`src/rtl/hazard_pkg.sv`:
```
// Shared types, constants and helpers for the hazard / pipeline-control unit.
package hazard_pkg;

    localparam int ZERO_REG_DEF = 31;
    localparam int WCNT_W       = 3;

    typedef enum logic {
        RUN  = 1'b0,
        WAIT = 1'b1
    } state_t;

    typedef struct packed {
        logic pc_en;
        logic if_id_en;
        logic id_ex_en;
        logic ex_mem_en;
        logic mem_wb_en;
        logic id_ex_bubble;
        logic if_id_flush;
        logic id_ex_flush;
        logic ex_mem_flush;
    } ctrl_t;

    function automatic ctrl_t ctrl_pass();
        ctrl_t c;
        c              = '0;
        c.pc_en        = 1'b1;
        c.if_id_en     = 1'b1;
        c.id_ex_en     = 1'b1;
        c.ex_mem_en    = 1'b1;
        c.mem_wb_en    = 1'b1;
        return c;
    endfunction

    function automatic ctrl_t ctrl_freeze();
        return '0;
    endfunction

    // Flush keeps the PC enabled so the branch target is loaded.
    function automatic ctrl_t ctrl_flush();
        ctrl_t c;
        c              = ctrl_pass();
        c.if_id_flush  = 1'b1;
        c.id_ex_flush  = 1'b1;
        c.ex_mem_flush = 1'b1;
        return c;
    endfunction

    function automatic ctrl_t ctrl_stall();
        ctrl_t c;
        c              = ctrl_pass();
        c.pc_en        = 1'b0;
        c.if_id_en     = 1'b0;
        c.id_ex_bubble = 1'b1;
        return c;
    endfunction

    // The load's first freeze cycle is spent in RUN, so WAIT needs MEM_LAT-2 more.
    function automatic logic [WCNT_W-1:0] wcnt_load(int mem_lat);
        return (mem_lat > 1) ? WCNT_W'(mem_lat - 2) : '0;
    endfunction

endpackage

```
`src/rtl/hazard_if.sv`:
```
// Pipeline-side signals seen and driven by the hazard / pipeline-control unit.
interface hazard_if #(
    parameter int REG_W = 5,
    parameter int CNT_W = 16
);
    logic [REG_W-1:0] id_rs1;
    logic [REG_W-1:0] id_rs2;
    logic             id_use1;
    logic             id_use2;
    logic [REG_W-1:0] ex_rd;
    logic             ex_regwrite;
    logic             ex_memread;
    logic [REG_W-1:0] mem_rd;
    logic             mem_regwrite;
    logic             mem_memread;
    logic             branch_taken;

    logic             pc_en;
    logic             if_id_en;
    logic             id_ex_en;
    logic             ex_mem_en;
    logic             mem_wb_en;
    logic             id_ex_bubble;
    logic             if_id_flush;
    logic             id_ex_flush;
    logic             ex_mem_flush;
    logic             busy;
    logic [CNT_W-1:0] stall_cnt;

    modport master (
        output id_rs1, id_rs2, id_use1, id_use2,
        output ex_rd, ex_regwrite, ex_memread,
        output mem_rd, mem_regwrite, mem_memread, branch_taken,
        input  pc_en, if_id_en, id_ex_en, ex_mem_en, mem_wb_en,
        input  id_ex_bubble, if_id_flush, id_ex_flush, ex_mem_flush,
        input  busy, stall_cnt
    );

    modport slave (
        input  id_rs1, id_rs2, id_use1, id_use2,
        input  ex_rd, ex_regwrite, ex_memread,
        input  mem_rd, mem_regwrite, mem_memread, branch_taken,
        output pc_en, if_id_en, id_ex_en, ex_mem_en, mem_wb_en,
        output id_ex_bubble, if_id_flush, id_ex_flush, ex_mem_flush,
        output busy, stall_cnt
    );

endinterface

```
`src/rtl/hazard_cmp.sv`:
```
// RAW match between one older destination and one ID source; the zero register never matches.
module hazard_cmp
    import hazard_pkg::*;
#(
    parameter int REG_W    = 5,
    parameter int ZERO_REG = ZERO_REG_DEF
) (
    input  logic [REG_W-1:0] rd_i,
    input  logic [REG_W-1:0] rs_i,
    input  logic             use_i,
    input  logic             regwrite_i,
    output logic             match_o
);

    localparam logic [REG_W-1:0] ZERO_ID = REG_W'(ZERO_REG);

    assign match_o = use_i && regwrite_i && (rd_i == rs_i) && (rd_i != ZERO_ID);

endmodule

```
`src/rtl/hazard_ctrl.sv`:
```
// Hazard and pipeline-control unit: load-use / RAW stalls, branch flush and
// multi-cycle load freeze for the five-stage core.
//
//   state | meaning
//   RUN   | normal flow; a load in MEM freezes this cycle when MEM_LAT > 1
//   WAIT  | remaining load latency; freeze while wcnt != 0, release at 0
module hazard_ctrl
    import hazard_pkg::*;
#(
    parameter int REG_W    = 5,
    parameter int ZERO_REG = ZERO_REG_DEF,
    parameter bit FWD_EN   = 1'b1,
    parameter int MEM_LAT  = 1,
    parameter int CNT_W    = 16
) (
    input logic     clk,
    input logic     reset,
    hazard_if.slave bus
);

    localparam bit                LOAD_FREEZES = (MEM_LAT > 1);
    localparam logic [WCNT_W-1:0] WCNT_LOAD    = wcnt_load(MEM_LAT);

    state_t             state_q, state_d;
    logic [WCNT_W-1:0]  wcnt_q, wcnt_d;
    logic [CNT_W-1:0]   stall_cnt_q, stall_cnt_d;
    logic               freeze;
    logic               ex_m1, ex_m2, mem_m1, mem_m2;
    logic               hazard;
    ctrl_t              ctrl;

    hazard_cmp #(.REG_W(REG_W), .ZERO_REG(ZERO_REG)) u_cmp_ex1 (
        .rd_i       (bus.ex_rd),
        .rs_i       (bus.id_rs1),
        .use_i      (bus.id_use1),
        .regwrite_i (bus.ex_regwrite),
        .match_o    (ex_m1)
    );

    hazard_cmp #(.REG_W(REG_W), .ZERO_REG(ZERO_REG)) u_cmp_ex2 (
        .rd_i       (bus.ex_rd),
        .rs_i       (bus.id_rs2),
        .use_i      (bus.id_use2),
        .regwrite_i (bus.ex_regwrite),
        .match_o    (ex_m2)
    );

    hazard_cmp #(.REG_W(REG_W), .ZERO_REG(ZERO_REG)) u_cmp_mem1 (
        .rd_i       (bus.mem_rd),
        .rs_i       (bus.id_rs1),
        .use_i      (bus.id_use1),
        .regwrite_i (bus.mem_regwrite),
        .match_o    (mem_m1)
    );

    hazard_cmp #(.REG_W(REG_W), .ZERO_REG(ZERO_REG)) u_cmp_mem2 (
        .rd_i       (bus.mem_rd),
        .rs_i       (bus.id_rs2),
        .use_i      (bus.id_use2),
        .regwrite_i (bus.mem_regwrite),
        .match_o    (mem_m2)
    );

    // With forwarding only a load in EX cannot be bypassed in time.
    assign hazard = FWD_EN ? (bus.ex_memread && (ex_m1 || ex_m2))
                           : (ex_m1 || ex_m2 || mem_m1 || mem_m2);

    always_ff @(posedge clk or posedge reset) begin
        if (reset) begin
            state_q     <= RUN;
            wcnt_q      <= '0;
            stall_cnt_q <= '0;
        end else begin
            state_q     <= state_d;
            wcnt_q      <= wcnt_d;
            stall_cnt_q <= stall_cnt_d;
        end
    end

    always_comb begin
        state_d = state_q;
        wcnt_d  = wcnt_q;
        freeze  = 1'b0;
        case (state_q)
            RUN: begin
                if (LOAD_FREEZES && bus.mem_memread) begin
                    freeze  = 1'b1;
                    state_d = WAIT;
                    wcnt_d  = WCNT_LOAD;
                end
            end
            WAIT: begin
                if (wcnt_q != '0) begin
                    freeze = 1'b1;
                    wcnt_d = wcnt_q - 1'b1;
                end else begin
                    state_d = RUN;
                end
            end
            default: state_d = RUN;
        endcase
    end

    // Reset gating keeps the pipeline free-running while reset is held,
    // even if a load is still presented in MEM.
    always_comb begin
        ctrl = ctrl_pass();
        if (reset) begin
            ctrl = ctrl_pass();
        end else if (freeze) begin
            ctrl = ctrl_freeze();
        end else if (bus.branch_taken) begin
            ctrl = ctrl_flush();
        end else if (hazard) begin
            ctrl = ctrl_stall();
        end
    end

    always_comb begin
        stall_cnt_d = stall_cnt_q;
        if (!ctrl.pc_en && (stall_cnt_q != '1)) begin
            stall_cnt_d = stall_cnt_q + CNT_W'(1);
        end
    end

    assign bus.pc_en        = ctrl.pc_en;
    assign bus.if_id_en     = ctrl.if_id_en;
    assign bus.id_ex_en     = ctrl.id_ex_en;
    assign bus.ex_mem_en    = ctrl.ex_mem_en;
    assign bus.mem_wb_en    = ctrl.mem_wb_en;
    assign bus.id_ex_bubble = ctrl.id_ex_bubble;
    assign bus.if_id_flush  = ctrl.if_id_flush;
    assign bus.id_ex_flush  = ctrl.id_ex_flush;
    assign bus.ex_mem_flush = ctrl.ex_mem_flush;
    assign bus.busy         = (state_q == WAIT);
    assign bus.stall_cnt    = stall_cnt_q;

endmodule

```
`src/flat_wrapper.sv`:
```
// flat-port wrapper written by rule: the top's interface ports become plain ports
module hazard_ctrl_flat import hazard_pkg::*;
#(
    parameter int REG_W    = 5,
    parameter int ZERO_REG = ZERO_REG_DEF,
    parameter bit FWD_EN   = 1'b1,
    parameter int MEM_LAT  = 1,
    parameter int CNT_W    = 16
)
  (clk, reset, bus_id_rs1, bus_id_rs2, bus_id_use1, bus_id_use2, bus_ex_rd, bus_ex_regwrite, bus_ex_memread, bus_mem_rd, bus_mem_regwrite, bus_mem_memread, bus_branch_taken, bus_pc_en, bus_if_id_en, bus_id_ex_en, bus_ex_mem_en, bus_mem_wb_en, bus_id_ex_bubble, bus_if_id_flush, bus_id_ex_flush, bus_ex_mem_flush, bus_busy, bus_stall_cnt);
  hazard_if #(.REG_W(REG_W), .CNT_W(CNT_W)) bus_i ();
  input logic clk;
  input logic reset;
  input wire logic [$bits(bus_i.id_rs1)-1:0] bus_id_rs1;
  input wire logic [$bits(bus_i.id_rs2)-1:0] bus_id_rs2;
  input wire logic [$bits(bus_i.id_use1)-1:0] bus_id_use1;
  input wire logic [$bits(bus_i.id_use2)-1:0] bus_id_use2;
  input wire logic [$bits(bus_i.ex_rd)-1:0] bus_ex_rd;
  input wire logic [$bits(bus_i.ex_regwrite)-1:0] bus_ex_regwrite;
  input wire logic [$bits(bus_i.ex_memread)-1:0] bus_ex_memread;
  input wire logic [$bits(bus_i.mem_rd)-1:0] bus_mem_rd;
  input wire logic [$bits(bus_i.mem_regwrite)-1:0] bus_mem_regwrite;
  input wire logic [$bits(bus_i.mem_memread)-1:0] bus_mem_memread;
  input wire logic [$bits(bus_i.branch_taken)-1:0] bus_branch_taken;
  output wire logic [$bits(bus_i.pc_en)-1:0] bus_pc_en;
  output wire logic [$bits(bus_i.if_id_en)-1:0] bus_if_id_en;
  output wire logic [$bits(bus_i.id_ex_en)-1:0] bus_id_ex_en;
  output wire logic [$bits(bus_i.ex_mem_en)-1:0] bus_ex_mem_en;
  output wire logic [$bits(bus_i.mem_wb_en)-1:0] bus_mem_wb_en;
  output wire logic [$bits(bus_i.id_ex_bubble)-1:0] bus_id_ex_bubble;
  output wire logic [$bits(bus_i.if_id_flush)-1:0] bus_if_id_flush;
  output wire logic [$bits(bus_i.id_ex_flush)-1:0] bus_id_ex_flush;
  output wire logic [$bits(bus_i.ex_mem_flush)-1:0] bus_ex_mem_flush;
  output wire logic [$bits(bus_i.busy)-1:0] bus_busy;
  output wire logic [$bits(bus_i.stall_cnt)-1:0] bus_stall_cnt;
  assign bus_i.id_rs1 = bus_id_rs1;
  assign bus_i.id_rs2 = bus_id_rs2;
  assign bus_i.id_use1 = bus_id_use1;
  assign bus_i.id_use2 = bus_id_use2;
  assign bus_i.ex_rd = bus_ex_rd;
  assign bus_i.ex_regwrite = bus_ex_regwrite;
  assign bus_i.ex_memread = bus_ex_memread;
  assign bus_i.mem_rd = bus_mem_rd;
  assign bus_i.mem_regwrite = bus_mem_regwrite;
  assign bus_i.mem_memread = bus_mem_memread;
  assign bus_i.branch_taken = bus_branch_taken;
  assign bus_pc_en = bus_i.pc_en;
  assign bus_if_id_en = bus_i.if_id_en;
  assign bus_id_ex_en = bus_i.id_ex_en;
  assign bus_ex_mem_en = bus_i.ex_mem_en;
  assign bus_mem_wb_en = bus_i.mem_wb_en;
  assign bus_id_ex_bubble = bus_i.id_ex_bubble;
  assign bus_if_id_flush = bus_i.if_id_flush;
  assign bus_id_ex_flush = bus_i.id_ex_flush;
  assign bus_ex_mem_flush = bus_i.ex_mem_flush;
  assign bus_busy = bus_i.busy;
  assign bus_stall_cnt = bus_i.stall_cnt;
  hazard_ctrl #(.REG_W(REG_W), .ZERO_REG(ZERO_REG), .FWD_EN(FWD_EN), .MEM_LAT(MEM_LAT), .CNT_W(CNT_W)) u_core (.clk(clk), .reset(reset), .bus(bus_i));
endmodule
```
`config.mk`:
```
export PLATFORM = sky130hd
export DESIGN_NAME = hazard_ctrl_flat
export DESIGN_NICKNAME = d
export VERILOG_FILES = /design/src/rtl/hazard_pkg.sv /design/src/rtl/hazard_if.sv /design/src/rtl/hazard_cmp.sv /design/src/rtl/hazard_ctrl.sv /design/src/flat_wrapper.sv
export SDC_FILE = /design/constraint.sdc
export NUM_CORES = 1
export LEC_CHECK = 0
export CORE_ASPECT_RATIO = 0.7
export CORE_MARGIN = 2
export CORE_UTILIZATION = 29
export DETAILED_ROUTE_END_ITERATION = 10
export GPL_TIMING_DRIVEN = 0
export SLEW_MARGIN = 5
export SYNTH_ARGS = -nofsm -noshare
export SYNTH_HDL_FRONTEND = slang
export SYNTH_SLANG_ARGS = --single-unit
```
`constraint.sdc`:
```
create_clock -name clk -period 3.15 [get_ports clk]
set_input_delay 0.7875 -clock clk [delete_from_list [all_inputs] [get_ports clk]]
set_output_delay 0.7875 -clock clk [all_outputs]
set_load 0.05 [all_outputs]
```
### Word level (Yosys, flattened, before mapping)

Index checks and enable logic that the tools add are counted.
Widths: inputs -> output; s select.

| storage, ports and cells | value |
|---|---|
| logic and storage cells | 27 |
| register bits after elaboration | 20 |

| operators by class | value |
|---|---|
| reductions and logical operators | 12 |
| equal/unequal tests | 4 |
| add/sub/neg operators | 2 |
| multiplexer cells | 6 |

Operators with widths:

| kind | count |
|---|---|
| $mux 9 | 4 |
| $add 16x1->16 const B | 1 |
| $ne 16x16->1 const B | 1 |
| $eq 5x5->1 | 2 |
| $logic_and 1x1->1 | 8 |
| $ne 5x5->1 const B | 1 |
| $reduce_bool 3->1 | 1 |
| $sub 3x1->3 const B | 1 |
| $mux 1 | 2 |
| $reduce_and 2->1 | 1 |
| $logic_not 1->1 | 1 |
| $logic_or 1x1->1 | 1 |

### Longest topological paths before layout

Gate-level depths: netlist (run 1).

| depth | value |
|---|---|
| depth after elaboration | 11 |
| gate-level depth with buffers | 9 |

### Modules after synthesis

From an unflattened synthesis (run 1), not the netlist that was laid out.

| unflattened totals | value |
|---|---|
| cells, all modules | 116 |
| area, all modules | 1212.4 µm² |

Modules (own cells, without submodules):

| module | cells an instance | area each (µm²) | instances |
|---|---|---|---|
| hazard_ctrl | 96 | 1062.3 | 1 |
| hazard_cmp | 10 | 75.1 | 2 |

### Least setup slack after synthesis (run 1)

No wires, ideal clock.

| timing path | value |
|---|---|
| path type | input-to-output |
| start point | in reset |
| end point | out bus_pc_en |
| slack | -0.729 ns |
| stages on the path | 5 |
| arrival | 3.091 ns |
| cells stage by stage | inv_1 > nand2_1 > clkbuf_1 > and2_1 > buf_4 |

| between the ends | value |
|---|---|
| word-level cells in the longest chain between the ends | 1 |

Ends and longest elaborated chain:

| what | RTL line | RTL |
|---|---|---|
| from (decl) | flat_wrapper.sv:13 | `input logic reset;` |
| $mux 9 | hazard_ctrl.sv:108 | `if (reset) begin` |
| to (decl) | flat_wrapper.sv:25 | `output wire logic [$bits(bus_i.pc_en)-1:0] bus_pc_en;` |

No other way between the ends.

### Worst setup path after layout (run 1)

| timing path | value |
|---|---|
| start point | in bus_id_rs2[4] |
| end point | out bus_pc_en |

| between the ends | value |
|---|---|
| word-level cells in the longest chain between the ends | 9 |

Ends and longest elaborated chain:

| what | RTL line | RTL |
|---|---|---|
| from (decl) | flat_wrapper.sv:15 | `input wire logic [$bits(bus_i.id_rs2)-1:0] bus_id_rs2;` |
| $eq 5x5->1 | hazard_cmp.sv:17 | `assign match_o = use_i && regwrite_i && (rd_i == rs_i) && (rd_i != ZERO_ID);` |
| $logic_and 1x1->1 (2 in a row) | hazard_cmp.sv:17 |  |
| $logic_or 1x1->1 | hazard_ctrl.sv:65 | `assign hazard = FWD_EN ? (bus.ex_memread && (ex_m1 \|\| ex_m2))` |
| $logic_and 1x1->1 | hazard_ctrl.sv:65 |  |
| $mux 9 | hazard_ctrl.sv:114 | `end else if (hazard) begin` |
| $mux 9 | hazard_ctrl.sv:112 | `end else if (bus.branch_taken) begin` |
| $mux 9 | hazard_ctrl.sv:110 | `end else if (freeze) begin` |
| $mux 9 | hazard_ctrl.sv:108 |  |

No other way between the ends.

==> results.md, run 1 <==
- The flow ran to the end, and the final reports show no timing, DRC or antenna violations.
- The floorplan step set the die height to 59.6 µm.
- The required time reported for the critical path endpoint is 2.36 ns.
- The placer's final routability congestion estimate is 0.808.
- The cell total after placement is 224.
- Once placement finished, the instance area stood at 1840 µm².
- The total DRC errors in the routed layout is 0.
- The number of pins with negative max-slew slack in the final report is 0.
- In the synthesized netlist the dominant register cell turns out to be sky130_fd_sc_hd__dfrtp_1.
- The power density over the cells is 280 nW/µm².
- The highest net fanout along the worst path is 3.
- The total nets after synthesis is 154.
- In this run the count of I/O pins placed on the die edge is 55.
- The fmax is 326 MHz.
- The layout overhead on the synthesized area is 50.9%.
- Buffers inserted during clock tree synthesis total 3.
- Yosys mapped the design onto 32 distinct sky130hd cell types.
- The endpoint kind of the worst setup timing path is a primary output.
- The number of detailed-routing iterations run before antenna repair is 4.
- In this run the number of H-tree levels came out at 1.
- The most used standard cell by instance count after synthesis is sky130_fd_sc_hd__dfrtp_1.
- The average cell area after synthesis is 10.5 µm².
- For this run, the number of standard cells in the final layout without fillers is 232.
- Once the floorplan was initialized, standard cells occupied 29.8% of the core.
- The post-detailed-route via-to-cell ratio is 4.77.
- The detail route stage leaves a number of antenna-violating nets equal to 0.
- The biggest area contributor in the post-synthesis netlist is sky130_fd_sc_hd__dfrtp_1.
- The kind of start point of the critical path is an input port.
- The global-route wire length before repair is 5740 µm.
- The design area is 1940 µm².
- The worst hold path class is register to register.
- The count of vias placed by the detailed router is 1106.
- The wire length after detailed routing is 3340 µm.
- The die area is 4980 µm².
- At the later pin of the worst-skew pair, clock insertion delay measures 0.26 ns.
- Data arrives at the worst endpoint at 2.28 ns.
- The initial antenna violation count is 0.
- 0 antenna diodes ended up in the layout.
- The floorplan step set the die width to 83.5 µm.
- The final critical-path required period is 3.07 ns.
- The number of flip-flops and latches in the synthesized netlist is 20.
- Of the cells placed in the final design, the portion with a size suffix greater than 1 is 26.0%.
- Across the VDD grid, the largest voltage drop is 0.191 mV.
- The count of endpoints failing setup in the final report is 0.
- After floorplanning, the core was sized to cover 4300 µm².
- For the pin with the worst max-slew slack, the measured transition is 0.586 ns.
- Final hold analysis gives a worst-case slack of 0.501 ns.
- By area the synthesized netlist is led by sky130_fd_sc_hd__dfrtp_1 39%, sky130_fd_sc_hd__xor2_1 13%, sky130_fd_sc_hd__a2111oi_2 5.9%.
- The final layout contains 210 nets.
- The critical path is of the input port to primary output type.
- The CTS clock-pin slew for the worst setup and hold paths is 0.07 ns.
- Sequential elements use 39.0% of the synthesized area.
- The via count of the first global-routing pass was 1179.
- After detailed routing, the average wire length per cell comes to 14.4 µm.
- The total track usage is 14.6%.
- The clock passes through at most 2 buffers.
- The area share of the leading cell type in the synthesized netlist is 39.0%.
- For this design the static power due to leakage is 0.890 nW.
- The hold violation total from the final report was 0.
- The worst pin sits at a relative slew slack of 60.7%.
- Synthesis produced 122 cells.
- The estimated wirelength of the detail-placed design is 2520 µm.
- The number of rows in the core area is 20.
- Setup repair after global routing left no endpoint under its margin.
- The setup total negative slack is 0 ns.
- Of all flip-flops after synthesis, the portion carrying an async set or reset was 100%.
- Of the available clock period, the critical path in the final layout requires 97.5%.
- The count of yosys warnings during synthesis is 0.
- The TritonCTS clock tree is done.
- The commonest cells after synthesis are 20 x sky130_fd_sc_hd__dfrtp_1, 19 x sky130_fd_sc_hd__xor2_1, 11 x sky130_fd_sc_hd__nand2_1, 7 x sky130_fd_sc_hd__inv_1, 7 x sky130_fd_sc_hd__nand3_1.
- Clock tree synthesis found a total of 20 sinks.
- In this run, synthesis inferred 0 flip-flops with an integrated enable.
- Across the routed clock network, the largest skew measured is 0.00101 ns.
- The tree is rooted in a sky130_fd_sc_hd__clkbuf_8.
- The total global routing overflow is 0.
- The first routing iteration left 46 violations.
- The cell area that synthesis handed to floorplanning was 1280 µm².
- The number of max-cap violations is 0.
- Input and output buffers added on the ports amount to 47.
- The largest net degree at the start of global routing is 16.
==> metrics by stage <==
| step | setup slack, ns | utilization, % | power (mW) |
|---|---|---|---|
| finish | 0.0784 | 45.0 | 0.543 |
| CTS | -0.102 | 44.3 | 0.549 |
| global placement | -1.15 | 42.6 | 0.350 |
| floorplan | 0.00509 | - | 0.306 |
| detailed placement | -1.20 | 42.6 | 0.351 |
| global route | 0.00308 | 45.0 | 0.569 |
==> power by group <==
group          leakage, nW  internal [mW]  switching, mW
registers            0.274          0.259        0.00488
logic                0.588         0.0381         0.0420
clock network       0.0288          0.111         0.0873
total                0.890          0.409          0.134
==> worst max-delay path, cell delays in order <==
cell and delay [ns]:
sky130_fd_sc_hd__dlygate4sd2_1 0.25, sky130_fd_sc_hd__xor2_1 0.14, sky130_fd_sc_hd__nor4_1 0.29, sky130_fd_sc_hd__nand4_1 0.15, sky130_fd_sc_hd__a21o_4 0.24, sky130_fd_sc_hd__and2_4 0.16
sky130_fd_sc_hd__buf_4 0.13, sky130_fd_sc_hd__buf_8 0.14
==> what timing repair did <==
| action | 4_1_cts | 5_1_grt |
|---|---|---|
| cloned | 1 | 0 |
| setup endpoints to repair | 9 | 5 |
| hold buffers | 0 | 0 |
| gates resized for setup | 47 | 17 |
| endpoints found under the hold margin | 0 | 0 |
| setup buffers | 3 | 1 |
| pin swaps | 5 | 5 |
==> final timing paths <==
| kind | end | slack [ns] | cells past startpoint | start |
|---|---|---|---|---|
| setup reg to reg | u_core.bus.stall_cnt[10] | 0.99 | 9 | u_core.wcnt_q[0] |
| max in group asynchronous | u_core.bus.stall_cnt[11] | 2.15 | 2 | reset |
| setup / recovery | bus_pc_en | 0.08 | 8 | bus_id_rs2[4] |
| min in group asynchronous | u_core.bus.stall_cnt[4] | 0.67 | 3 | reset |
| hold reg to reg | u_core.wcnt_q[1] | 0.50 | 2 | u_core.wcnt_q[1] |
| hold / removal | u_core.wcnt_q[1] | 0.50 | 2 | u_core.wcnt_q[1] |
==> cell type report <==
class,instances,area [µm²]
plain buffers,7,62.6
clock buffers,4,55.1
fillers,416,2370
inverters,7,30.0
multi-input cells,87,722
flip-flops and latches,20,500
well taps,55,68.8
repair buffers,51,492
repair inverters,1,5.00
==> logic make-up after synthesis <==
| logic type | after synthesis | synth area share, % |
|---|---|---|
| compound gates | 21 | 18.0 |
| xor+xnor | 24 | 16.4 |
| buf+inv | 15 | 6.54 |
| simple gates | 38 | 16.2 |
| flops | 20 | 39.0 |
| fa+ha+maj | 3 | 2.93 |
| mux | 1 | 0.878 |
==> state kept, by name (all words and copies together) (netlist names) <==
| name | count |
|---|---|
| u_core.bus.busy | 1 |
| u_core.bus.stall_cnt | 16 |
| u_core.wcnt_q | 3 |
==> placed cells by master, fill, tap and decap left out, types with 2 or more instances in the layout <==
master	synthesis	layout
sky130_fd_sc_hd__a2111oi_2	5	5
sky130_fd_sc_hd__a211oi_2	5	5
sky130_fd_sc_hd__a21oi_1	2	2
sky130_fd_sc_hd__and3_4	2	2
sky130_fd_sc_hd__buf_2	1	3
sky130_fd_sc_hd__buf_4	5	10
sky130_fd_sc_hd__buf_8	0	2
sky130_fd_sc_hd__clkbuf_2	0	3
sky130_fd_sc_hd__clkbuf_8	0	5
sky130_fd_sc_hd__clkdlybuf4s50_1	0	25
sky130_fd_sc_hd__dfrtp_1	20	20
sky130_fd_sc_hd__dlygate4sd2_1	0	5
sky130_fd_sc_hd__dlymetal6s2s_1	0	8
sky130_fd_sc_hd__ha_1	3	3
sky130_fd_sc_hd__inv_1	7	6
sky130_fd_sc_hd__nand2_1	11	10
sky130_fd_sc_hd__nand3_1	7	7
sky130_fd_sc_hd__nand4_1	5	5
sky130_fd_sc_hd__nor2_1	4	3
sky130_fd_sc_hd__nor4_1	2	2
sky130_fd_sc_hd__o21ai_0	3	3
sky130_fd_sc_hd__o22a_1	2	2
sky130_fd_sc_hd__xnor2_1	5	5
sky130_fd_sc_hd__xor2_1	19	19
==> per-layer routing <==
| metal | global-route usage [%] | vias up | wire [µm] |
|---|---|---|---|
| li1 | - | 540 | - |
| met1 | 20.0 | 533 | 1610 |
| met2 | 23.3 | 25 | 1540 |
| met3 | 3.48 | 8 | 138 |
| met4 | 4.15 | 0 | 57 |
| met5 | 0 | - | 0 |
No activity file was read; power rests on OpenSTA's default activity.
==> inputs of run 2 (changes only) <==
--- a/config.mk
+++ b/config.mk
@@ -10,6 +10,7 @@
 export CORE_UTILIZATION = 29
 export DETAILED_ROUTE_END_ITERATION = 10
 export GPL_TIMING_DRIVEN = 0
+export MAX_ROUTING_LAYER = met4
 export SLEW_MARGIN = 5
 export SYNTH_ARGS = -nofsm -noshare
 export SYNTH_HDL_FRONTEND = slang
==> run 2 against run 1 <==
Against the previous run:
- register-to-register slack barely moved
- power barely moved
- combinational power barely moved
- sequential power barely moved
- utilization did not move
- count of clock-buffer cells in the layout did not move
- critical path depth did not move
- final area did not move
- critical path type unchanged
- global-route usage rose by 0.45 points
- non-clock buffer count did not move
==> results.md, run 2 (synthesis results as in run 1) <==
- The number of flip-flops in the largest register was 16 (unchanged).
- The floorplan core area was 4300 µm² (unchanged).
- TritonCTS built the clock tree.
- The number of rows in the core area is 20 (unchanged).
- The via count of the first global-routing pass was 1179 (unchanged).
- The total number of clock tree sinks was 20 (unchanged).
- The total track usage is 15.0% (+0.45 points).
- The number of buffers created by CTS is 3 (unchanged).
- Among cell families on the critical path, the largest total delay comes from simple AND/OR/NAND/NOR gates.
- The setup total negative slack is 0 ns (unchanged).
- The cell leakage power was 0.890 nW (unchanged).
- The final critical-path required period came to 3.07 ns (unchanged).
- The initial antenna violation count is 0 (unchanged).
- The count of vias placed by the detailed router is 1108 (+0.18%).
- The placer's final routability congestion estimate came to 0.820 (+1.5%).
- The number of DRC markers after the initial detailed-route iteration is 46 (unchanged).
- STA classifies the critical path startpoint as an input port.
- The post-route antenna net violation count was 0 (unchanged).
- The estimated wirelength of the detail-placed design is 2520 µm (unchanged).
- The vertical die dimension is 59.6 µm (unchanged).
- The worst IR drop on VDD is 0.191 mV (about the same).
- The termination of the worst setup path is bus_pc_en.
- The layout overhead on the synthesized area is 50.9% (unchanged).
- The number of input and output port buffers inserted is 47 (unchanged).
- The count of endpoints failing setup in the final report is 0 (unchanged).
- In the layout the commonest cells are 25 x sky130_fd_sc_hd__clkdlybuf4s50_1, 20 x sky130_fd_sc_hd__dfrtp_1, 19 x sky130_fd_sc_hd__xor2_1, 10 x sky130_fd_sc_hd__nand2_1, 10 x sky130_fd_sc_hd__buf_4.
- The slowest stage of the critical path is the sky130_fd_sc_hd__nor4_1 cell.
- The signal on the critical path passes through dlygate4sd2_1 -> xor2_1 -> nor4_1 -> nand4_1 -> a21o_4 -> and2_4 -> buf_4 -> buf_8.
- The total global routing overflow is 0 (unchanged).
- The critical path buffer and inverter count is 3 (unchanged).
- The arrival time at the worst endpoint is 2.28 ns (about the same).
- The fmax is 326 MHz (unchanged).
- The maximum cell stage delay along the critical path is 0.29 ns (about the same).
- The largest net degree at the start of global routing is 16 (unchanged).
- The minimum hold slack is 0.501 ns (+0.00000300 ns).
- The effective utilization at floorplan is 29.8% (unchanged).
- The number of diodes is 0 (unchanged).
- The required time reported for the critical path endpoint is 2.36 ns (about the same).
- The worst setup path category is input port to primary output.
- The internal reg-to-reg setup slack is 0.99 ns (about the same).
- The flow ran to the end, and the final reports show no timing, DRC or antenna violations.
- The cell sitting at the root of the clock tree is a sky130_fd_sc_hd__clkbuf_8.
- The count of cell instances traversed by the critical path is 8 (unchanged).
- The hold violation total from the final report is 0 (unchanged).
- The buffer levels on the longest clock path is 2 (unchanged).
- The startpoint of the most critical register-to-register path is u_core.wcnt_q[0].
- In this run the worst setup path begins at bus_id_rs2[4].
- The post-route fraction of the period consumed by the critical path was 97.5% (unchanged).
- The maximum level of the CTS H-tree is 1 (unchanged).
- The endpoint kind of the worst setup timing path is a primary output.
- The die area came to 4980 µm² (unchanged).
- The worst hold path class is register to register.
- The tightest slew margin relative to the limit came to 60.7% (about the same).
- The most common library cell in the layout ignoring fill and taps is sky130_fd_sc_hd__clkdlybuf4s50_1.
- The number of max-cap violations is 0 (unchanged).
- The proportion of layout cells with a drive suffix above 1 was 26.0% (unchanged).
- The highest net fanout along the worst path is 3 (unchanged).
- Setup repair after global routing left no endpoint under its margin.
- The total DRC errors in the routed layout was 0 (unchanged).
- The slew at the pin closest to its max-slew limit is 0.586 ns (-0.000148 ns).
- The maximum clock skew at final layout was 0.00101 ns (+0.000000780 ns).
- The CTS clock-pin slew for the worst setup and hold paths came to 0.07 ns (about the same).
- The final layout net count is 210 (unchanged).
- The die outline width is 83.5 µm (unchanged).
- The global-route wire length before repair is 5740 µm (unchanged).
- The depth of the worst register-to-register path is 9 (unchanged).
- The wire length after detailed routing is 3340 µm (about the same).
- The number of detailed-routing iterations run before antenna repair is 4 (unchanged).
- The average wire per cell in the routed design is 14.4 µm (about the same).
- The number of primary I/O pins is 55 (unchanged).
- The number of pins with negative max-slew slack in the final report came to 0 (unchanged).
- The post-detailed-route via-to-cell ratio was 4.78 (+0.18%).
- The power density over the cells is 280 nW/µm² (about the same).
- The total of fill cells in the finished design is 416 (unchanged).
- The clock latency on the worst-skew pair is 0.26 ns (about the same).
- The worst register-to-register path ends at u_core.bus.stall_cnt[10].
-- run 2: worst min-delay path by stage --
stage,from,endpoint,depth (start not counted),slack (ns)
CTS,u_core.bus.stall_cnt[4],u_core.bus.stall_cnt[4],1,0.51
detailed placement,u_core.bus.stall_cnt[4],u_core.bus.stall_cnt[4],1,0.49
global placement,u_core.wcnt_q[2],u_core.wcnt_q[2],2,0.47
finish,u_core.wcnt_q[1],u_core.wcnt_q[1],2,0.50
floorplan,u_core.wcnt_q[1],u_core.wcnt_q[1],2,0.45
global route,u_core.bus.stall_cnt[15],u_core.bus.stall_cnt[15],1,0.53
-- run 2: metal layers --
layer	wire [µm]	vias to the layer above	share of wire (%)	GRT usage, %
met5	0	-	0	-
met4	57	0	1.7	4.15
met3	145	8	4.3	3.34
met2	1540	27	46	23.3
met1	1600	533	48	20.1
li1	-	540	-	-
-- run 2: timing repair --
action	CTS	global route
setup endpoints to repair	9	5
setup buffers	3	1
pin swaps	5	5
gates resized for setup	47	17
hold buffers	0	0
gates cloned	1	0
-- run 2: stage by stage --
step	area (µm²)	util (%)	cells	setup WS (ns)	power [mW]
5_1_grt	1940	45.0	232	0.00308	0.569
2_1_floorplan	1300	-	122	0.00509	0.306
4_1_cts	1910	44.3	231	-0.102	0.549
3_3_place_gp	1840	42.6	224	-1.15	0.350
3_5_place_dp	1840	42.6	224	-1.20	0.351
6_report	1940	45.0	232	0.0784	0.543
-- run 2: worst reg2reg max path: stages, from the launching register on --
cell	delay [ns]
sky130_fd_sc_hd__dfrtp_1	0.33
sky130_fd_sc_hd__inv_1	0.06
sky130_fd_sc_hd__ha_1	0.20
sky130_fd_sc_hd__ha_1	0.17
sky130_fd_sc_hd__nand2b_1	0.21
sky130_fd_sc_hd__inv_1	0.20
sky130_fd_sc_hd__nand2_4	0.13
sky130_fd_sc_hd__clkbuf_8	0.21
sky130_fd_sc_hd__a2111oi_2	0.41
sky130_fd_sc_hd__xor2_1	0.18
-- run 2: report_power, final --
part / switching, mW / leakage, nW / total, mW / internal (mW)
clock network: 0.0873 / 0.0288 / 0.199 / 0.111
logic: 0.0420 / 0.588 / 0.0801 / 0.0381
registers: 0.00488 / 0.274 / 0.264 / 0.259
-- run 2: layout make-up --
type	instances	area [µm²]	area share [%]
Multi-Input combinational cell	87	722	37.3
Sequential cell	20	500	25.9
Timing Repair Buffer	51	492	25.4
Tap cell	55	68.8	3.56
Buffer	7	62.6	3.23
Clock buffer	4	55.1	2.84
Inverter	7	30.0	1.55
Timing Repair inverter	1	5.00	0.259
==> inputs of run 3 (changes only) <==
--- a/config.mk
+++ b/config.mk
@@ -15,3 +15,4 @@
 export SYNTH_ARGS = -nofsm -noshare
 export SYNTH_HDL_FRONTEND = slang
 export SYNTH_SLANG_ARGS = --single-unit
+export TNS_END_PERCENT = 100
==> results of run 3 <==
The final DEF is identical to that of run 2; final timing and power are the same.
